## src/rtl/router_fsm_ctrl.sv

```systemverilog
// router_fsm_ctrl: router input sequencing FSM driving datapath phase strobes, FIFO write enable and busy
module router_fsm_ctrl #(
  parameter logic [1:0] INVALID_ADDR = 2'b11
) (
  input  logic       clock,
  input  logic       resetn,
  input  logic       pkt_valid,
  input  logic [1:0] data_in,
  input  logic       fifo_full,
  input  logic       fifo_empty_0,
  input  logic       fifo_empty_1,
  input  logic       fifo_empty_2,
  input  logic       soft_reset_0,
  input  logic       soft_reset_1,
  input  logic       soft_reset_2,
  input  logic       parity_done,
  input  logic       low_pkt_valid,
  output logic       detect_add,
  output logic       lfd_state,
  output logic       ld_state,
  output logic       laf_state,
  output logic       full_state,
  output logic       write_enb_reg,
  output logic       rst_int_reg,
  output logic       busy
);
  localparam logic [2:0] S_DA  = 3'd0;
  localparam logic [2:0] S_WTE = 3'd1;
  localparam logic [2:0] S_LFD = 3'd2;
  localparam logic [2:0] S_LD  = 3'd3;
  localparam logic [2:0] S_FF  = 3'd4;
  localparam logic [2:0] S_LAF = 3'd5;
  localparam logic [2:0] S_LP  = 3'd6;
  localparam logic [2:0] S_CPE = 3'd7;
  logic [2:0] state_q, state_d;
  logic [1:0] addr_q, addr_d, a;
  logic       empty_a, srst_a, hdr_ok;
  always_comb begin
    hdr_ok  = pkt_valid && data_in != INVALID_ADDR;
    a       = state_q == S_DA ? data_in : addr_q;
    empty_a = a == 2'd0 ? fifo_empty_0 : a == 2'd1 ? fifo_empty_1 : a == 2'd2 ? fifo_empty_2 : 1'b0;
    srst_a  = addr_q == 2'd0 ? soft_reset_0 : addr_q == 2'd1 ? soft_reset_1 : addr_q == 2'd2 ? soft_reset_2 : 1'b0;
    addr_d  = state_q == S_DA && hdr_ok ? data_in : addr_q;
    state_d = S_DA;
    case (state_q)
      S_DA:    state_d = hdr_ok ? (empty_a ? S_LFD : S_WTE) : S_DA;
      S_WTE:   state_d = empty_a ? S_LFD : S_WTE;
      S_LFD:   state_d = S_LD;
      S_LD:    state_d = fifo_full ? S_FF : !pkt_valid ? S_LP : S_LD;
      S_FF:    state_d = fifo_full ? S_FF : S_LAF;
      S_LAF:   state_d = parity_done ? S_DA : low_pkt_valid ? S_LP : S_LD;
      S_LP:    state_d = S_CPE;
      S_CPE:   state_d = fifo_full ? S_FF : S_DA;
      default: state_d = S_DA;
    endcase
    if (state_q != S_DA && srst_a) state_d = S_DA;
  end
  always_ff @(posedge clock or negedge resetn) begin
    if (!resetn) begin
      state_q <= S_DA;
      addr_q  <= 2'd0;
    end else begin
      state_q <= state_d;
      addr_q  <= addr_d;
    end
  end
  assign detect_add    = state_q == S_DA;
  assign lfd_state     = state_q == S_LFD;
  assign ld_state      = state_q == S_LD;
  assign laf_state     = state_q == S_LAF;
  assign full_state    = state_q == S_FF;
  assign rst_int_reg   = state_q == S_CPE;
  assign write_enb_reg = lfd_state || ld_state || laf_state || state_q == S_LP;
  assign busy          = !(detect_add || ld_state);
endmodule

```

## config.mk

```make
export PLATFORM = sky130hd
export DESIGN_NAME = router_fsm_ctrl
export DESIGN_NICKNAME = d
export VERILOG_FILES = /design/src/rtl/router_fsm_ctrl.sv
export SDC_FILE = /design/constraint.sdc
export NUM_CORES = 1
export LEC_CHECK = 0
export CORE_MARGIN = 3
export CORE_UTILIZATION = 30
export CTS_CLUSTER_SIZE = 24
export DETAILED_ROUTE_END_ITERATION = 8
export SYNTH_ARGS = -nofsm -noshare
export SYNTH_HDL_FRONTEND = slang
export SYNTH_SLANG_ARGS = --single-unit
```

## constraint.sdc

```tcl
create_clock -name clock -period 4.8 [get_ports clock]
set_input_delay 0.96 -clock clock [delete_from_list [all_inputs] [get_ports clock]]
set_output_delay 0.96 -clock clock [all_outputs]
set_load 0.02 [all_outputs]
```

# --- After elaboration in Yosys (flattened, before gate mapping) ---
# Cells that the tools add are included.
totals:
  out_inout_bits: 8
  reg_bits: 5
classes:
  n_eq_ne: 12
  mux: 17
  n_reduce_logical: 12
op_table:
  columns: ["cell", "n"]
  rows:
  - ["$pmux W3 S8", 1]
  - ["$mux W3", 7]
  - ["$eq A3 B3 Y1 const B", 4]
  - ["$mux W1", 7]
  - ["$eq A3 B2 Y1 const B", 2]
  - ["$eq A2 B1 Y1 const B", 2]
  - ["$eq A2 B2 Y1 const B", 2]
  - ["$logic_not A2 Y1", 2]
  - ["$logic_or A1 B1 Y1", 4]
  - ["$mux W2", 2]
  - ["$eq A3 B1 Y1 const B", 1]
  - ["$logic_and A1 B1 Y1", 3]
  - ["$logic_not A3 Y1", 1]
  - ["$reduce_bool A3 Y1", 1]
  - ["$ne A2 B2 Y1 const B", 1]
  - ["$logic_not A1 Y1", 1]

# --- Longest topological paths before layout ---
# Gate-level depths: netlist of the first run.
depth:
  ltp_word: 10
  ltp_mapped: 5
  ltp_nobuf: 4

# --- Least setup slack after synthesis of the first run ---
# No wires, ideal clock.
synth_path:
  kind: "reg-to-output"
  startpoint: "register state_q[0]"
  endpoint: "output port busy"
  path_slack_ns: 2.347
  stages_incl_launch_ff: 4
  arrival_ns: 1.493
  path_cell_list: "dfrtp_1 > clkbuf_1 > nor3_1 > nor2_1"
synth_between:
  elab_chain_len: 3
  elab_cells_between_ends: 4
  classes_between: "eq/ne: 1; reduce/logical: 3"
synth_lines:
  columns: ["element", "line", "text"]
  rows:
  - ["from (decl)", "35", "logic [2:0] state_q, state_d;"]
  - ["from (signal assigned)", "63", "state_q <= state_d;"]
  - ["$logic_not A3 Y1", "67", "assign detect_add = state_q == S_DA;"]
  - ["net detect_add", "18", "output logic detect_add,"]
  - ["$logic_or A1 B1 Y1", "74", "assign busy = !(detect_add || ld_state);"]
  - ["$logic_not A1 Y1", "74", null]
  - ["to (decl)", "25", "output logic busy"]
# The timed path passes the listed nets, and every way through them passes these cells.

# --- Final worst setup path of the first run ---
layout_path:
  startpoint: "register state_q[1]"
  endpoint: "output port ld_state"
layout_between:
  elab_chain_len: 1
layout_lines:
  columns: ["element", "line", "text"]
  rows:
  - ["$eq A3 B2 Y1", "69", "assign ld_state = state_q == S_LD;"]
  - ["to (decl)", "20", "output logic ld_state,"]
# Every way passes these cells.

==> summary.txt, run 1 <==
Die
  – Die H: 45.2 µm
  – I/O pin count: 22
  – Die area: 0.00205 mm²
  – Number of cell rows: 13
  – Initial Utilization: 33.8%
  – Die Span X: 45.2 µm
  – Total core area: 0.00137 mm²

Worst setup path
  – Reg2reg end: state_q[0]
  – CP Capture Type: output pin
  – Crit path kind: reg -> out
  – Worst EP required: 3840 ps
  – FF-to-FF path depth: 4
  – Arr. time, crit path: 1910 ps
  – Worst R2R Start: state_q[2]
  – Worst-path fanout max: 14
  – Crit start category: register
  – R2R Setup Slk: 3060 ps

Timing
  – Tcrit/Tclk final: 59.7%
  – Tmin final: 2870 ps
  – Highest achievable clock rate: 349 MHz
  – WHS: 586 ps
  – RSZ-0062 raised after global routing: false
  – Final setup viols: 0
  – Final Hold Fails: 0
  – Tightest Pin Transition: 453 ps
  – Max Slew Vio Count: 0
  – Final clock skew: 1.99 ps
  – Slew headroom: 69.6%
  – Setup TNS: 0 ps

Layout
  – Layout cells sized above 1: 6.10%
  – Nets: 97
  – FILL cells: 141
  – Antenna diode count: 0
  – P&R area growth vs syn: 52.8%
  – Final non-filler cell total: 97
  – Final core utilization: 51.6%
  – Fin area: 706 µm²

Placement
  – GP Congestion: 0.829
  – HPWL after detailed placement: 962 µm
  – Cell Area, Placed: 679 µm²
  – I/O Buffers: 21
  – Placed cell count: 93

Power and ir drop
  – Peak VDD IR: 0.182 mV
  – LEAKAGE: 0.000276 µW
  – Pwr Density: 467 mW/mm²

Clock tree
  – CTS max path bufs: 2
  – H-tree levels: 1
  – Sink Count: 5
  – Setup bufs post-CTS: 0
  – CTS tree: built
  – CTS-repair resized insts: 0
  – Hold-fix buffers at CTS: 0
  – CTS Buf Count: 3
  – CTS clk-pin slew, worst paths: 40 ps
  – Clock latency on the worst-skew pair: 240 ps
  – Clock root buffer: clkbuf_4

Flow run
  – Number of max-cap violations: 0

Route
  – Routed wire length: 1250 µm
  – DRC viols: 0
  – Vias per std cell: 5.32
  – Post-route ant nets: 0
  – Pre-Repair DR Iteration Count: 4
  – Drt wl/cell: 12.9 µm
  – Via count: 516
  – Initial DRC Count: 8

Synth
  – Sequential element share of the synthesized area: 27.1%
  – Synth top area cells: dfrtp_1 27%, nor2_1 6.5%, or4b_1 4.3%, and2_1 4.1%, nand2_1 4.1%
  – Post-synthesis cell count: 60
  – Synth warn: 0
  – Syn_area_per_cell: 7.69 µm²
  – Post-synth top area share: 27.1%
  – Cell taking the most area after synthesis: dfrtp_1
  – Synth Register Bits: 5
  – Mapped cell area: 462 µm²
  – Distinct cell type count after synthesis: 30
  – Syn nets: 74

Status
  – Status: completed

Min path
  – Min-delay src: addr_q[0]
  – Worst Hold Endpoint: addr_q[0]
  – Hold Path Class: reg -> reg
  – WHS Path Cells: 1

Global route
  – GRT overflow: 0
  – Global-route usage over all layers: 14.2%
  – Global-route wire length before repair: 2030 µm
  – Largest net degree at the start of global routing: 16
  – Vias in the first global route: 451
  – Initial antenna violation count: 0
how the worst max path moves through the flow:
stage / from / endpoint / slack (ps) / depth (start not counted)
after global placement: state_q[1] / ld_state / 2180 / 4
after floorplan: state_q[0] / busy / 2350 / 3
after global routing: state_q[1] / ld_state / 1790 / 4
after detailed placement: state_q[1] / ld_state / 2190 / 4
final: state_q[1] / ld_state / 1930 / 4
after CTS: state_q[0] / detect_add / 1920 / 2
synth_stat cells:
cell type  count
or3b_1         1
nand3_1        2
nor4_1         1
or2_0          1
clkbuf_1       2
nand3b_1       1
a21bo_1        1
o21ai_0        1
buf_1          1
o31ai_1        2
or4b_1         2
inv_1          2
a311oi_1       1
nand2b_1       3
a31o_2         1
a21oi_1        2
o211ai_1       1
a21o_1         1
a32oi_1        1
nand2_1        5
mux2_4         1
dfrtp_1        5
xnor2_1        1
o22ai_1        2
nor2_1         8
a31oi_1        2
nor3_1         3
o22a_1         2
and2_1         3
a311o_1        1
power by group:
part | internal, µW | leakage [µW] | switching, µW | total, µW
clock network | 31.4 | 0.0000150 | 17.1 | 48.5
registers | 57.2 | 0.0000640 | 34.6 | 91.8
logic | 100 | 0.000197 | 88.6 | 189
total | 189 | 0.000276 | 140 | 329
final cells by class:
cell class	count	area, µm²	area share, %
Timing Repair Buffer	21	210	29.8
Tap cell	15	18.8	2.66
Inverter	2	7.51	1.06
Clock buffer	4	26.3	3.72
Sequential cell	5	125	17.7
Multi-Input combinational cell	50	318	45.0
critical path, cell delays in order, from the launching register on:
cell             delay [ps]
dfrtp_1                 600
inv_1                   160
nor2_1                  150
and2_1                  160
clkdlybuf4s50_1         600
per-layer routing:
metal / up-vias / wire, µm / track usage (%)
met4: 0 / 38 / 12.3
li1: 268 / - / -
met5: - / 0 / 0
met2: 16 / 577 / 20.3
met1: 228 / 588 / 18.1
met3: 4 / 49 / 2.39
stage by stage:
step           total power [µW]  setup WS, ps
6_report                    329          1930
4_1_cts                     332          1920
2_1_floorplan               213          2350
5_1_grt                     358          1790
3_5_place_dp                282          2190
3_3_place_gp                283          2180
kinds of logic (layout without fill, tap and decap cells):
| group | Yosys count | count (layout) | synth area share, % |
|---|---|---|---|
| and+or+nand+nor | 30 | 30 | 34.7 |
| AOI/OAI and AO/OA | 18 | 18 | 29.0 |
| DFF | 5 | 5 | 27.1 |
| buffers and inverters | 5 | 27 | 4.07 |
| xor gates and xnor gates | 1 | 1 | 1.90 |
| muxes | 1 | 1 | 3.25 |
placed cells by master, fill, tap and decap left out, types with 2 or more instances in the layout:
cell,instances
a31oi_1,2
o22a_1,2
nand2b_1,3
inv_1,2
nor2_1,8
nand3_1,2
nor3_1,3
o31ai_1,2
o22ai_1,2
nand2_1,5
dfrtp_1,5
clkbuf_4,3
or4b_1,2
a21oi_1,2
and2_1,3
clkdlybuf4s50_1,21
registers in the layout, indices dropped and copies added (netlist names):
signal	flops
addr_q	2
state_q	3
(Power assumes the default switching activity.)
==> inputs of run 2 (changes only) <==
clock period = 2.5 ns   (was 4.8 ns; I/O delays follow)
==> run 2 against run 1 <==
Sequential cell count did not move. Clock-buffer cell count did not move. Sequential power rose by 75%. Cell count rose by 2.1%.
==> summary.txt, run 2 (synthesized netlist as in run 1, its figures left out) <==
Worst setup path
  – Slowest cell on crit path: clkdlybuf4s50_1
  – Worst R2R Start: state_q[0]
  – Reg2reg end: state_q[1]
  – Max stage delay on crit path: 620 ps
  – R2R Setup Slk: 720 ps
  – Critical Path Start: state_q[2]
  – FF-to-FF path depth: 5
  – Arr. time, crit path: 1870 ps
  – Buffer and inverter count on the worst path: 1
  – CP Cell Sequence: nand2_1, xnor2_1, clkdlybuf4s50_1
  – Worst EP required: 2000 ps
  – Crit path kind: reg -> out
  – Crit path max-delay family: buffers and inverters
  – Crit start category: register
  – Worst-path fanout max: 13
  – CP Capture Type: output pin

Power and ir drop
  – Peak VDD IR: 0.356 mV
  – LEAKAGE: 0.000288 µW
  – Pwr Density: 907 mW/mm²

Timing
  – Highest achievable clock rate: 422 MHz
  – Tightest Pin Transition: 431 ps
  – WHS: 472 ps
  – Final Hold Fails: 0
  – Final setup viols: 0
  – RSZ-0062 raised after global routing: false
  – Tmin final: 2370 ps
  – Tcrit/Tclk final: 94.7%
  – Max Slew Vio Count: 0
  – Setup TNS: 0 ps
  – Slew headroom: 71.3%
  – Final clock skew: 6.60 ps

Layout
  – Layout cells sized above 1: 9.52%
  – Commonest non-fill, non-tap cell in the layout: clkdlybuf4s50_1
  – FILL cells: 130
  – Max reg flops: 3
  – Largest Register: state_q
  – Register area: 125 µm²
  – P&R area growth vs syn: 57.2%
  – Nets: 99
  – Multi-input logic area: 323 µm²
  – Final core utilization: 53.1%
  – Commonest cells after routing, fill and taps aside: 21 x clkdlybuf4s50_1, 8 x nor2_1, 5 x nand2_1, 5 x dfrtp_1
  – Largest registers: state_q: 3 flops, addr_q: 2 flops
  – Antenna diode count: 0

Die
  – I/O pin count: 22
  – Die Span X: 45.2 µm
  – Total core area: 0.00137 mm²
  – Die area: 0.00205 mm²
  – Die H: 45.2 µm
  – Number of cell rows: 13
  – Initial Utilization: 33.8%

Min path
  – Hold Path Class: in -> async

Clock tree
  – Clock root buffer: clkbuf_4
  – Clock latency on the worst-skew pair: 240 ps
  – H-tree levels: 1
  – CTS max path bufs: 2
  – CTS Buf Count: 3
  – Sink Count: 5
  – Setup bufs post-CTS: 0
  – CTS clk-pin slew, worst paths: 50 ps
  – CTS tree: built

Global route
  – Global-route wire length before repair: 2260 µm
  – Vias in the first global route: 515
  – GRT overflow: 0
  – Global-route usage over all layers: 15.8%
  – Initial antenna violation count: 0
  – Largest net degree at the start of global routing: 14

Flow run
  – Number of max-cap violations: 0

Route
  – Post-route ant nets: 0
  – Vias per std cell: 5.47
  – Drt wl/cell: 13.7 µm
  – DRC viols: 0
  – Routed wire length: 1360 µm
  – Initial DRC Count: 14
  – Via count: 542
  – Pre-Repair DR Iteration Count: 4

Placement
  – I/O Buffers: 21
  – GP Congestion: 0.848
  – HPWL after detailed placement: 1060 µm

Status
  – Status: completed
[run 2: changes by cell type in the layout (fill, tap and decap cells not counted)]
cell / delta
buf_4: +2
nor3_1: -1
nor3_2: +1
[run 2: how the worst max path moves through the flow]
stage                          to  depth (start not counted)
global route        write_enb_reg                          3
finish              write_enb_reg                          3
CTS                    detect_add                          2
detailed placement     detect_add                          2
floorplan                    busy                          3
global placement       detect_add                          2
[run 2: worst reg2reg max path, stage by stage, from the launching register on]
cell	delay (ps)
dfrtp_1	430
buf_4	190
or4b_1	550
a21bo_1	230
a31o_2	200
o22ai_1	100
[run 2: where the power goes]
group / leakage, µW / internal (µW) / switching, µW
registers: 0.0000640 / 110 / 50.5
logic: 0.000209 / 208 / 195
clock network: 0.0000150 / 60.4 / 34.0
[run 2: timing repair]
item / 4_1_cts / 5_1_grt
gates resized for setup: 0 / 1
hold buffers: 0 / 0
setup endpoints to repair: 0 / 1
[run 2: metrics by stage]
step / instances / power, µW / instance area, µm² / setup slack (ps)
3_5_place_dp: 95 / 564 / 694 / 339
3_3_place_gp: 95 / 561 / 694 / 356
2_1_floorplan: 60 / 408 / 462 / 507
6_report: 99 / 658 / 726 / 133
4_1_cts: 99 / 661 / 721 / 75.0
5_1_grt: 99 / 718 / 726 / 13.0
[run 2: layer usage]
layer	share of wire, %	vias to the layer above	track usage (%)
met2	49	17	22.9
met3	4.7	2	5.58
met1	45	249	19.2
met5	0	-	0
li1	-	274	-
met4	1.0	0	11.1
[run 2: final cells by class]
type | count | area share, %
Tap cell | 15 | 2.59
Timing Repair Buffer | 23 | 31.0
Clock buffer | 4 | 3.62
Inverter | 2 | 1.03
Sequential cell | 5 | 17.2
Multi-Input combinational cell | 50 | 44.5
